## config.mk

```make
export PLATFORM = sky130hd
export DESIGN_NAME = fetch_pc_unit
export DESIGN_NICKNAME = d
export VERILOG_FILES = /design/src/rtl/pipeline_pkg.sv /design/src/rtl/return_address_stack.sv /design/src/rtl/fetch_pc_unit.sv
export SDC_FILE = /design/constraint.sdc
export NUM_CORES = 1
export LEC_CHECK = 0
export ABC_CLOCK_PERIOD_IN_PS = 5400
export CORE_MARGIN = 2
export CORE_UTILIZATION = 53
export DETAILED_ROUTE_END_ITERATION = 8
export PLACE_DENSITY = 0.82
export SETUP_SLACK_MARGIN = 0.15
export SLEW_MARGIN = 20
export SYNTH_ARGS = -nofsm -noshare
export SYNTH_HDL_FRONTEND = slang
export SYNTH_SLANG_ARGS = --single-unit
```

## constraint.sdc

```tcl
create_clock -name clk -period 5.4 [get_ports clk]
set_clock_uncertainty 0.1 [all_clocks]
set_input_delay 0.81 -clock clk [delete_from_list [all_inputs] [get_ports clk]]
set_output_delay 0.81 -clock clk [all_outputs]
set_load 0.01 [all_outputs]
```

## src/rtl/pipeline_pkg.sv

```systemverilog
// pipeline_pkg: shared widths, opcode/register constants and next-PC select encoding
package pipeline_pkg;
  localparam int ADDR_W = 16;
  localparam int INST_W = 16;
  localparam logic [3:0] OP_ADD = 4'h0;
  localparam logic [3:0] OP_SUB = 4'h1;
  localparam logic [3:0] OP_AND = 4'h2;
  localparam logic [3:0] OP_OR  = 4'h3;
  localparam logic [3:0] OP_LD  = 4'h4;
  localparam logic [3:0] OP_ST  = 4'h5;
  localparam logic [3:0] OP_BEQ = 4'h6;
  localparam logic [3:0] OP_JMP = 4'h7;
  localparam logic [3:0] OP_JAL = 4'h8;
  localparam logic [3:0] OP_RET = 4'h9;
  localparam logic [3:0] OP_NOP = 4'hF;
  localparam logic [2:0] REG_ZERO = 3'd0;
  localparam logic [2:0] REG_SP   = 3'd6;
  localparam logic [2:0] REG_LR   = 3'd7;
  localparam logic [INST_W-1:0] NOP_INST = {OP_NOP, 12'h000};
  typedef enum logic [2:0] {
    PC_SEQ,
    PC_HOLD,
    PC_BRANCH,
    PC_JUMP,
    PC_RET,
    PC_RESET
  } pc_sel_e;
  function automatic logic is_redirect(input pc_sel_e s);
    return (s == PC_BRANCH) || (s == PC_JUMP) || (s == PC_RET);
  endfunction
endpackage

```

## src/rtl/return_address_stack.sv

```systemverilog
// return_address_stack: circular return-address stack that overwrites its oldest entry when full
module return_address_stack
  import pipeline_pkg::*;
#(
  parameter int DEPTH = 4
) (
  input  logic              clk,
  input  logic              reset,
  input  logic              push,
  input  logic              pop,
  input  logic [ADDR_W-1:0] push_data,
  output logic [ADDR_W-1:0] top,
  output logic              full,
  output logic              empty
);
  localparam int PW = $clog2(DEPTH);
  localparam int CW = PW + 1;
  logic [ADDR_W-1:0] mem [DEPTH];
  logic [PW-1:0] ptr;
  logic [PW-1:0] wr_idx;
  logic [CW-1:0] cnt;
  assign full   = cnt == CW'(DEPTH);
  assign empty  = cnt == '0;
  assign top    = empty ? '0 : mem[ptr];
  assign wr_idx = pop ? ptr : ptr + 1'b1;
  always_ff @(posedge clk) begin
    if (reset) begin
      ptr <= '0;
      cnt <= '0;
    end else if (push && !pop) begin
      ptr <= ptr + 1'b1;
      cnt <= full ? cnt : cnt + 1'b1;
    end else if (pop && !push && !empty) begin
      ptr <= ptr - 1'b1;
      cnt <= cnt - 1'b1;
    end
  end
  always_ff @(posedge clk) begin
    if (!reset && push) mem[wr_idx] <= push_data;
  end
endmodule

```

## src/rtl/fetch_pc_unit.sv

```systemverilog
// fetch_pc_unit: program counter, next-PC priority mux and wrong-path kill toward instruction memory
module fetch_pc_unit
  import pipeline_pkg::*;
#(
  parameter logic [ADDR_W-1:0] RESET_PC  = 16'h0000,
  parameter int                RAS_DEPTH = 4
) (
  input  logic              clk,
  input  logic              reset,
  input  logic              stall_in,
  input  logic              branch_taken,
  input  logic [ADDR_W-1:0] branch_target,
  input  logic              jump,
  input  logic [ADDR_W-1:0] jump_target,
  input  logic              call,
  input  logic [ADDR_W-1:0] link_addr,
  input  logic              ret,
  output logic [ADDR_W-1:0] address,
  output logic              stall,
  output logic              kill,
  output logic [ADDR_W-1:0] pc_plus1,
  output logic              ras_overflow,
  output logic              ras_underflow
);
  pc_sel_e sel;
  logic [ADDR_W-1:0] pc;
  logic [ADDR_W-1:0] next_pc;
  logic [ADDR_W-1:0] ras_top;
  logic push;
  logic pop;
  logic ras_full;
  logic ras_empty;
  always_comb begin
    sel = reset        ? PC_RESET  :
          branch_taken ? PC_BRANCH :
          jump         ? PC_JUMP   :
          ret          ? PC_RET    :
          stall_in     ? PC_HOLD   : PC_SEQ;
  end
  assign push = (sel == PC_JUMP) && call;
  assign pop  = ret && ((sel == PC_RET) || push);
  return_address_stack #(.DEPTH(RAS_DEPTH)) u_ras (
    .clk      (clk),
    .reset    (reset),
    .push     (push),
    .pop      (pop),
    .push_data(link_addr),
    .top      (ras_top),
    .full     (ras_full),
    .empty    (ras_empty)
  );
  always_comb begin
    next_pc = (sel == PC_RESET)  ? RESET_PC      :
              (sel == PC_BRANCH) ? branch_target :
              (sel == PC_JUMP)   ? jump_target   :
              (sel == PC_RET)    ? ras_top       :
              (sel == PC_HOLD)   ? pc            : pc_plus1;
  end
  assign address  = pc;
  assign pc_plus1 = pc + 1'b1;
  assign stall    = stall_in && (sel == PC_HOLD);
  always_ff @(posedge clk) begin
    pc   <= next_pc;
    kill <= is_redirect(sel);
    if (reset) begin
      ras_overflow  <= 1'b0;
      ras_underflow <= 1'b0;
    end else begin
      ras_overflow  <= ras_overflow | (push && !pop && ras_full);
      ras_underflow <= ras_underflow | (pop && ras_empty);
    end
  end
endmodule
```

==> summary.md, run 1 <==
| Metric | Value |
|---|---|
| Status | finished, final reports clean |
| Sum of buffers and inverters on the critical path | 3 |
| Avg Vias per Cell | about 6.3 |
| Ys flop type | edfxtp_1 |
| Clock-pin transition on the worst setup and hold timing paths | ~0.10 ns |
| CP Cell Sequence | clkdlybuf4s50_1, nor4_1, nand2_1, inv_1, clkdlybuf4s50_1 |
| Root buf cell | clkbuf_8 |
| FMAX | between 200 and 250 MHz |
| Die Span Y | between 90 and 100 um |
| Final min period | 4.12 ns |
| Core area | 7770 um^2 |
| Sequential element share of the synthesized area | between 50 and 60% |
| Count of final hold-check violations | 0 |
| Die Area | roughly 9000 um^2 |
| Initial antenna violation count | 0 |
| Placer Congestion | a little over 0.9 |
| Async S/R FF share, synth | 0% |
| Die Wd | roughly 94 um |
| RSZ-0062 raised after global routing | false |
| Count of non-filler cells in the finished layout | between 500 and 600 |
| Most frequent cells in the layout | clkdlybuf4s50_1 (90), edfxtp_1 (64), dfxtp_1 (26) |
| Vias in the first global route | between 3,000 and 4,000 |
| Actual slew at the worst max-slew pin | about 0.81 ns |
| Worst EP required | roughly 4.5 ns |
| H-tree depth | 3 |
| Endpoint type of the worst setup path | primary output |
| Area grow syn2layout | 28.7% |
| Worst path max stage delay | just over 0.6 ns |
| Hold crit path type | flop to flop |
| Avg Cell Area, Syn | between 10 and 15 um^2 |
| Crit path DAT | ~3.2 ns |
| EDFF count, synth | 64 |
| Post-CTS Setup Bufs | 0 |
| Initial Util | a little over half |
| Fin Setup TNS | 0 ns |
| Ports | between 90 and 100 |
| Via count | between 3,000 and 4,000 |
| Slew Limit Fails | 0 |
| Placed insts | slightly below 500 |
| Yosys synthesis warning count | 0 |
| CP max stage cell | clkdlybuf4s50_1 |
| Reg2Reg Setup Slack | 2.95 ns |
| R2R cell count | 3 |
| Clk_lat worst skew | roughly 0.36 ns |
| CTS tree | done |
| Clk sink count | 90 |
| N_diodes | 0 |
| Peak supply drop | roughly 0.00030 V |
| Library cells used by synthesis | 58 |
| Startpoint Class | input port |
| Hold Crit Start | ras_underflow |
| # rows | 32 |
| Routed wire per std cell | between 15 and 20 um |
| Leading cell type in the layout, fill and taps excluded | clkdlybuf4s50_1 |
| Largest fanout on the critical path | 22 |
| Syn Nets | roughly 380 |
| First-pass GRT wire length | approximately 16 mm |
| Post-cts gate resize count | 0 |
| Routed Antenna Nets | 0 |
| Global Route Usage Sum | approximately 24% |
| Worst hold margin | between 0.3 and 0.4 ns |
| Area of the multi-input gates | 1680 um^2 |
| Cell Area, Synth | about 4300 um^2 |
| DRT Wirelength | 10.1 mm |
| Remaining Overflow, GRT | 0 |
| Port buffer count | 90 |
| Crit Path Class | input port to primary output |
| DR iter-0 viols | between 200 and 250 |
| Number of detailed-route iterations in the first pass | 4 |
| DP HPWL | approximately 7 mm |
| CTS Buffer Depth | 2 |
| Cts hold-fix bufs | 0 |
| DRC | 0 |
| Seq. cell area | around 2400 um^2 |
| Relative slew slack | roughly 45% |
| RR Endpoint | address[6] |
| Setup Viol. Count Final | 0 |
| Maxcap violations | 0 |
| Most used cell, CP | clkdlybuf4s50_1 |
| Share of cells above drive strength 1 | 14.7% |
| Delay-heaviest family, CP | buffers and inverters |
| Largest net degree at the start of global routing | 26 |
| Hold endpoint | ras_underflow |
| Power density cells | between 200 and 300 nW/um^2 |
| Fillers | between 500 and 600 |
| Layout Nets | 461 |
| Fin crit share | between 70% and 80% |
| Yosys reg bits | 90 |
| Total CTS buffers | 9 |
| Hold path cells | 2 |
| Static Leak | around 1.9 nW |
| Synth Instances | between 300 and 400 |
-- power by group --
group          switching (W)  leakage, nW  internal, W  total (W)
logic              0.0000797        0.944     0.000105   0.000185
registers          0.0000168        0.789     0.000751   0.000768
clock network       0.000246        0.122     0.000311   0.000557
-- layer usage --
| layer | vias to the layer above | share of wire, % | track usage (%) |
|---|---|---|---|
| li1 | 1465 | - | - |
| met1 | 1571 | 41 | 32.3 |
| met2 | 158 | 49 | 40.9 |
| met3 | 11 | 7.9 | 3.63 |
| met4 | 0 | 1.7 | 9.90 |
| met5 | - | 0 | 0 |
-- layout make-up --
class | count | area share (%)
timing repair buffer | 96 | 17.3
sequential | 90 | 44.6
clock buffer | 9 | 2.26
clock inverter | 7 | 2.24
inverter | 10 | 0.685
tap | 102 | 2.33
multi-input combinational | 197 | 30.6
-- worst register-to-register path, delay by kind of cell, from the launching register on --
family	cells	cell delay [ns]
AO/OA/AOI/OAI	2	0.94
flip-flops	1	0.83
multiplexers	1	0.44
-- worst max path at each step --
stage / startpoint / to / cells past startpoint
6_report: ret / stall / 5
5_1_grt: ret / stall / 5
4_1_cts: jump / stall / 5
3_5_place_dp: ret / stall / 5
3_3_place_gp: jump / stall / 5
2_1_floorplan: branch_taken / u_ras.mem[3][0] / 3
-- synthesized netlist by cell type (all sizes together), types with 3 or more instances --
master | instances | area (um^2)
edfxtp | 64 | 1920
dfxtp | 26 | 521
mux4 | 16 | 360
nor2 | 16 | 76.3
o21a | 14 | 105
buf | 13 | 78.8
nor4 | 11 | 68.8
a21oi | 10 | 50.1
inv | 10 | 37.5
nand2 | 10 | 37.5
nor3 | 10 | 60.1
o21ai | 9 | 45.0
clkbuf | 8 | 31.3
a221oi | 7 | 67.6
or2 | 7 | 43.8
o22ai | 6 | 37.5
nand3 | 5 | 25.0
o211a | 5 | 50.1
o221ai | 5 | 43.8
xor2 | 5 | 43.8
a211oi | 4 | 30.0
a221o | 4 | 40.0
a22o | 4 | 35.0
a311oi | 4 | 35.0
o221a | 4 | 45.0
o31a | 4 | 35.0
a2111oi | 3 | 32.5
a211o | 3 | 26.3
mux2i | 3 | 30.0
nand4 | 3 | 25.0
nor2b | 3 | 18.8
xnor2 | 3 | 26.3
-- sequential cells by signal, indices dropped and copies added (netlist names), named ones only --
name,flops
u_ras.ptr,2
ras_overflow,1
u_ras.mem,64
ras_underflow,1
u_ras.cnt,3
kill,1
address,16
-- through the flow --
| step | setup slack [ns] | instance area (um^2) | util, % | power [W] |
|---|---|---|---|---|
| 4_1_cts | 1.33 | 5480 | 70.5 | 0.00152 |
| 6_report | 1.28 | 5480 | 70.5 | 0.00151 |
| 3_3_place_gp | 1.41 | 5230 | 67.3 | 0.000962 |
| 2_1_floorplan | 2.07 | 4260 | - | 0.000864 |
| 3_5_place_dp | 1.36 | 5230 | 67.3 | 0.000967 |
| 5_1_grt | 1.11 | 5480 | 70.5 | 0.00156 |
-- cells by family (layout without fill, tap and decap cells) --
logic type                 Yosys count  in the layout  synth area share (%)
AOI/OAI and AO/OA                   95             95                  17.6
xor gates and xnor gates             8              8                  1.65
adders and majority gates            2              2                 0.764
buffers and inverters               31            122                  3.47
DFF                                 90             90                  57.4
muxes                               19             19                  9.17
and+or+nand+nor                     73             73                  9.97
No activity file was read; power rests on OpenSTA's default activity.
==> run 2: changes to the inputs <==
--- a/config.mk
+++ b/config.mk
@@ -5,11 +5,11 @@
 export SDC_FILE = /design/constraint.sdc
 export NUM_CORES = 1
 export LEC_CHECK = 0
-export ABC_CLOCK_PERIOD_IN_PS = 5400
+export ABC_CLOCK_PERIOD_IN_PS = 3400
 export CORE_MARGIN = 2
-export CORE_UTILIZATION = 53
+export CORE_UTILIZATION = 46
 export DETAILED_ROUTE_END_ITERATION = 8
-export PLACE_DENSITY = 0.82
+export PLACE_DENSITY = 0.75
 export SETUP_SLACK_MARGIN = 0.15
 export SLEW_MARGIN = 20
 export SYNTH_ARGS = -nofsm -noshare
==> constraint.sdc (replaced) <==
create_clock -name clk -period 3.4 [get_ports clk]
set_clock_uncertainty 0.1 [all_clocks]
set_input_delay 0.51 -clock clk [delete_from_list [all_inputs] [get_ports clk]]
set_output_delay 0.51 -clock clk [all_outputs]
set_load 0.01 [all_outputs]
==> run 2 against run 1 <==
  * Power increased by 47%
  * Largest power group unchanged
  * Highest routed layer unchanged
  * Hold slack gained 0.014 ns
  * Critical endpoint is now pc_plus1[14]
  * Combinational power is 62% higher
  * Sequential share of layout area decreased by 0.19 points
  * Setup slack got worse by 0.97 ns
  * Design area grew 0.43%
==> summary.md, run 2 (synthesis gave the netlist of run 1 again) <==
| Metric | Value |
|---|---|
| Die Span Y | 100 um (+7.0%) |
| Layout Nets | 467 (+1.3%) |
| Worst EP required | 2.79 ns (-1.70 ns) |
| Largest fanout on the critical path | 9 (-59%) |
| Crit Path Class | flop to primary output |
| Ports | 91 (unchanged) |
| CTS Buffer Depth | 2 (unchanged) |
| Share of cells above drive strength 1 | 16.9% (+2.2 points) |
| FMAX | around 320 MHz |
| Number of detailed-route iterations in the first pass | 4 (unchanged) |
| Dpl cell area | 5290 um^2 (+1.1%) |
| Relative slew slack | 51.1% (+6.3 points) |
| Setup Viol. Count Final | 0 (unchanged) |
| Static Leak | 1.86 nW (+0.14%) |
| RSZ-0062 raised after global routing | true |
| Placer Congestion | 0.851 (-6.3%) |
| Remaining Overflow, GRT | 0 (unchanged) |
| N_diodes | 0 (unchanged) |
| Count of final hold-check violations | 0 (unchanged) |
| Initial antenna violation count | 0 (unchanged) |
| Global Route Usage Sum | 21.2% (-3.3 points) |
| Hold crit path type | flop to flop |
| Total CTS buffers | 9 (unchanged) |
| Root buf cell | clkbuf_8 |
| DR iter-0 viols | 244 (+20%) |
| Fin Setup TNS | 0 ns (unchanged) |
| Port buffer count | 90 (unchanged) |
| Status | finished, final reports clean |
| Largest net degree at the start of global routing | 22 (-15%) |
| Actual slew at the worst max-slew pin | 0.716 ns (-0.0917 ns) |
| Maxcap violations | 0 (unchanged) |
| Routed Antenna Nets | 0 (unchanged) |
| Cts hold-fix bufs | 0 (unchanged) |
| Clock-pin transition on the worst setup and hold timing paths | 0.10 ns (about the same) |
| Post-cts gate resize count | 0 (unchanged) |
| DP HPWL | 7.40 mm (+5.0%) |
| Design area | 5500 um^2 (+0.43%) |
| Peak supply drop | 0.000284 V (-4.3%) |
| Die Area | 10,000 um^2 (+15%) |
| Core area | 9110 um^2 (+17%) |
| Startpoint Class | flop |
| Crit path DAT | 2.48 ns (-0.73 ns) |
| Slew Limit Fails | 0 (unchanged) |
| Avg Vias per Cell | 6.06 (-3.4%) |
| Initial Util | 46.7% (-8.1 points) |
| Clk sink count | 90 (unchanged) |
| Fin crit share | between 90% and 100% |
| Area grow syn2layout | 29.3% |
| DRT Wirelength | 10.4 mm (+2.9%) |
| DRC | 0 (unchanged) |
| Max FFs per register | 64 (unchanged) |
| Clk_lat worst skew | 0.36 ns (about the same) |
| First-pass GRT wire length | 16.2 mm (+0.68%) |
| CTS tree | done |
| Routed wire per std cell | 19.8 um (about the same) |
| Via count | 3,188 (-0.53%) |
| Power density cells | 404 nW/um^2 (+47%) |
| Vias in the first global route | 3,116 (-0.76%) |
| Most frequent cells in the layout | clkdlybuf4s50_1 (90), edfxtp_1 (64), dfxtp_1 (26) |
| H-tree depth | 3 (unchanged) |
| Final min period | between 3 and 4 ns |
| Largest Register | u_ras.mem |
| Leading cell type in the layout, fill and taps excluded | clkdlybuf4s50_1 |
| Post-CTS Setup Bufs | 0 (unchanged) |
| Die Wd | 100 um (+7.0%) |
| Endpoint type of the worst setup path | primary output |
| # rows | 35 (+9.4%) |
==> run 2: cell count changes in the layout (fill, tap and decap cells not counted), sizes merged <==
cell / previous run / this run
buf: 6 / 12
bufinv: 3 / 0
clkinv: 1 / 2
inv: 12 / 14
==> run 2: worst paths after layout <==
kind / startpoint / to / slack (ns) / cells past startpoint
worst max-delay path: address[0] / pc_plus1[14] / 0.31 / 5
worst min register to register: ras_underflow / ras_underflow / 0.39 / 2
worst max register to register: u_ras.cnt[2] / address[6] / 1.23 / 4
worst min-delay path: ras_underflow / ras_underflow / 0.39 / 2
==> run 2: where the power goes <==
part           internal (W)  switching, W  total (W)  leakage, nW
clock network      0.000286      0.000420   0.000706       0.0958
registers           0.00119     0.0000264    0.00122        0.789
logic              0.000171      0.000130   0.000300        0.973
total               0.00165      0.000576    0.00223         1.86
==> run 2: worst max-delay path, stage by stage, from the launching register on <==
cell,delay (ns)
dfxtp_1,0.47
ha_1,0.24
nand3_2,0.23
nor4_2,0.36
xor2_1,0.25
clkdlybuf4s50_1,0.57
==> run 2: through the flow <==
stage          hold slack, ns  std cells  setup slack (ns)  util [%]  total power, W
2_1_floorplan           0.405        318             0.371         -         0.00137
3_3_place_gp            0.360        510             0.556      58.0         0.00154
3_5_place_dp            0.364        510             0.413      58.0         0.00154
4_1_cts                 0.392        526             0.130      60.2         0.00224
5_1_grt                 0.413        526             0.130      60.4         0.00231
6_report                0.392        526             0.309      60.4         0.00223
==> run 2: final cells by class <==
cell class	instances	area (um^2)
Sequential cell	90	2440
Fill cell	739	3610
Timing Repair Buffer	102	991
Clock inverter	7	67.6
Tap cell	111	139
Inverter	10	37.5
Multi-Input combinational cell	197	1700
Clock buffer	9	124
==> run 2: layer usage <==
metal	GRT usage [%]	wire length [um]	vias up
li1	-	-	1474
met1	29.1	4540	1600
met2	35.2	5250	98
met3	2.99	504	16
met4	6.53	146	0
met5	0	0	-
==> run 3: changes to the inputs <==
--- a/config.mk
+++ b/config.mk
@@ -5,10 +5,11 @@
 export SDC_FILE = /design/constraint.sdc
 export NUM_CORES = 1
 export LEC_CHECK = 0
-export ABC_CLOCK_PERIOD_IN_PS = 3400
+export ABC_CLOCK_PERIOD_IN_PS = 2660
 export CORE_MARGIN = 2
 export CORE_UTILIZATION = 46
 export DETAILED_ROUTE_END_ITERATION = 8
+export HOLD_SLACK_MARGIN = 0.12
 export PLACE_DENSITY = 0.75
 export SETUP_SLACK_MARGIN = 0.15
 export SLEW_MARGIN = 20
==> constraint.sdc (replaced) <==
create_clock -name clk -period 2.66 [get_ports clk]
set_clock_uncertainty 0.1 [all_clocks]
set_input_delay 0.399 -clock clk [delete_from_list [all_inputs] [get_ports clk]]
set_output_delay 0.399 -clock clk [all_outputs]
set_load 0.01 [all_outputs]
==> run 3 against run 2 <==
  * Via count up 4.7%
  * Highest routed layer unchanged
  * Core utilization up 4.0 points
  * Clock power increased by 29%
  * First-iteration DRC count down 43%
  * Combinational power up 39%
==> summary.md, run 3 (synthesis gave the netlist of run 1 again) <==
| Metric | Value |
|---|---|
| First-pass GRT wire length | 17.3 mm (+6.5%) |
| Most frequent cells in the layout | clkdlybuf4s50_1 (77), edfxtp_1 (64), buf_4 (41) |
| Static Leak | 2.13 nW (+14%) |
| Dpl cell area | 5440 um^2 (+2.9%) |
| Largest fanout on the critical path | 7 (-2) |
| Die Area | 10,000 um^2 (unchanged) |
| Layout Nets | 501 (+7.3%) |
| Clk sink count | 90 (unchanged) |
| Crit path from | address[1] |
| Crit Path Class | flop to primary output |
| Status | finished, final reports clean |
| Relative slew slack | 59.3% (+8.2 points) |
| Hold Crit Start | ras_overflow |
| Leading cell type in the layout, fill and taps excluded | clkdlybuf4s50_1 |
| Core area | 9110 um^2 (unchanged) |
| Avg Vias per Cell | 5.96 (-1.6%) |
| Clock-pin transition on the worst setup and hold timing paths | 0.10 ns (about the same) |
| Actual slew at the worst max-slew pin | 0.608 ns (-0.108 ns) |
| Setup Viol. Count Final | 0 (unchanged) |
| DRC | 0 (unchanged) |
| Max FFs per register | 64 (unchanged) |
| Die Span Y | 100 um (unchanged) |
| Final min period | roughly 2.5 ns |
| Maxcap violations | 0 (unchanged) |
| Initial Util | 46.7% (unchanged) |
| Port buffer count | 90 (unchanged) |
| Worst EP required | 2.16 ns (-0.63 ns) |
| Util after Layout | 64.4% (+4.0 points) |
| CTS tree | done |
| Ports | 91 (unchanged) |
| Number of detailed-route iterations in the first pass | 4 (unchanged) |
| CTS Buffer Depth | 2 (unchanged) |
| Endpoint type of the worst setup path | primary output |
| DR iter-0 viols | 140 (-43%) |
| Area grow syn2layout | 37.9% |
| Clk_lat worst skew | 0.35 ns (about the same) |
| H-tree depth | 3 (unchanged) |
| Root buf cell | clkbuf_8 |
| DRT Wirelength | 11.1 mm (+5.9%) |
| Initial antenna violation count | 0 (unchanged) |
| Count of final hold-check violations | 0 (unchanged) |
| Reg2Reg Setup Slack | 0.54 ns (-0.69 ns) |
| RSZ-0062 raised after global routing | true |
| Largest Register | u_ras.mem |
| Placer Congestion | 0.925 (+8.8%) |
| DP HPWL | 7.73 mm (+4.4%) |
| Total CTS buffers | 9 (unchanged) |
| Die Wd | 100 um (unchanged) |
| Slew Limit Fails | 0 (unchanged) |
| Routed wire per std cell | 19.7 um (-0.50%) |
| Global Route Usage Sum | 22.3% (+1.2 points) |
| Crit path DAT | 1.96 ns (-0.52 ns) |
| Worst hold margin | 0.402 ns (+0.00999 ns) |
| Remaining Overflow, GRT | 0 (unchanged) |
| N_diodes | 0 (unchanged) |
| # rows | 35 (unchanged) |
| Share of cells above drive strength 1 | 26.3% (+9.4 points) |
| Power density cells | 492 nW/um^2 (+22%) |
| Design area | 5870 um^2 (+6.6%) |
| Largest net degree at the start of global routing | 23 (+4.5%) |
| FMAX | about 410 MHz |
| Peak supply drop | 0.000357 V (+26%) |
| Vias in the first global route | 3,302 (+6.0%) |
| Hold crit path type | flop to flop |
| Via count | 3,339 (+4.7%) |
| Startpoint Class | flop |
| Routed Antenna Nets | 0 (unchanged) |
| Fin crit share | ~92% |
## run 3: cell count changes in the layout (fill, tap and decap cells not counted), sizes merged
cell and change:
buf +34, clkbuf +1, clkdlybuf4s15 +2, clkdlybuf4s50 -13
clkinv +1, dlygate4sd2 +8, dlymetal6s2s +2, inv -1
## run 3: critical path, stage by stage (launching register included)
cell	delay, ns
dfxtp_2	0.39
buf_6	0.14
nand4_4	0.16
buf_4	0.18
o21a_1	0.17
or2_2	0.29
dlygate4sd2_1	0.28
## run 3: what timing repair did
| item | 4_1_cts | 5_1_grt |
|---|---|---|
| setup endpoints to repair | 13 | 11 |
| hold buffers | 0 | 0 |
| buffers inserted | 4 | 11 |
| pin swaps | 3 | 6 |
| gates resized for setup | 24 | 20 |
## run 3: path summary, 6_finish.rpt
kind,to,cells after the start
min reg2reg,ras_overflow,2
max reg2reg,address[15],4
max,pc_plus1[7],6
min,ras_overflow,2
## run 3: routing by layer
metal	GRT usage, %	wire, um	vias to the layer above
li1	-	-	1546
met1	29.7	4580	1648
met2	37.7	5610	133
met3	4.60	709	12
met4	5.80	147	0
met5	0	0	-
## run 3: per-stage QoR
| step | TNS (ns) | total power [W] | std cells | setup WS, ns |
|---|---|---|---|---|
| 2_1_floorplan | -8.24 | 0.00175 | 318 | -0.258 |
| 5_1_grt | 0 | 0.00299 | 560 | 0.151 |
| 4_1_cts | -0.00387 | 0.00289 | 549 | -0.00387 |
| 3_3_place_gp | 0 | 0.00198 | 529 | 0.165 |
| 3_5_place_dp | 0 | 0.00199 | 529 | 0.0305 |
| 6_report | 0 | 0.00289 | 560 | 0.202 |
## run 3: where the power goes
part           leakage, nW  internal, W  switching (W)
clock               0.0966     0.000367       0.000545
combinational         1.24     0.000236       0.000182
sequential           0.792      0.00153      0.0000319
total                 2.13      0.00213       0.000759
## run 3: layout make-up
class	count	area, um^2
flip-flops and latches	90	2450
fillers	703	3240
multi-input cells	197	1780
clock inverters	7	72.6
well taps	111	139
inverters	10	37.5
repair buffers	136	1260
clock buffers	9	124
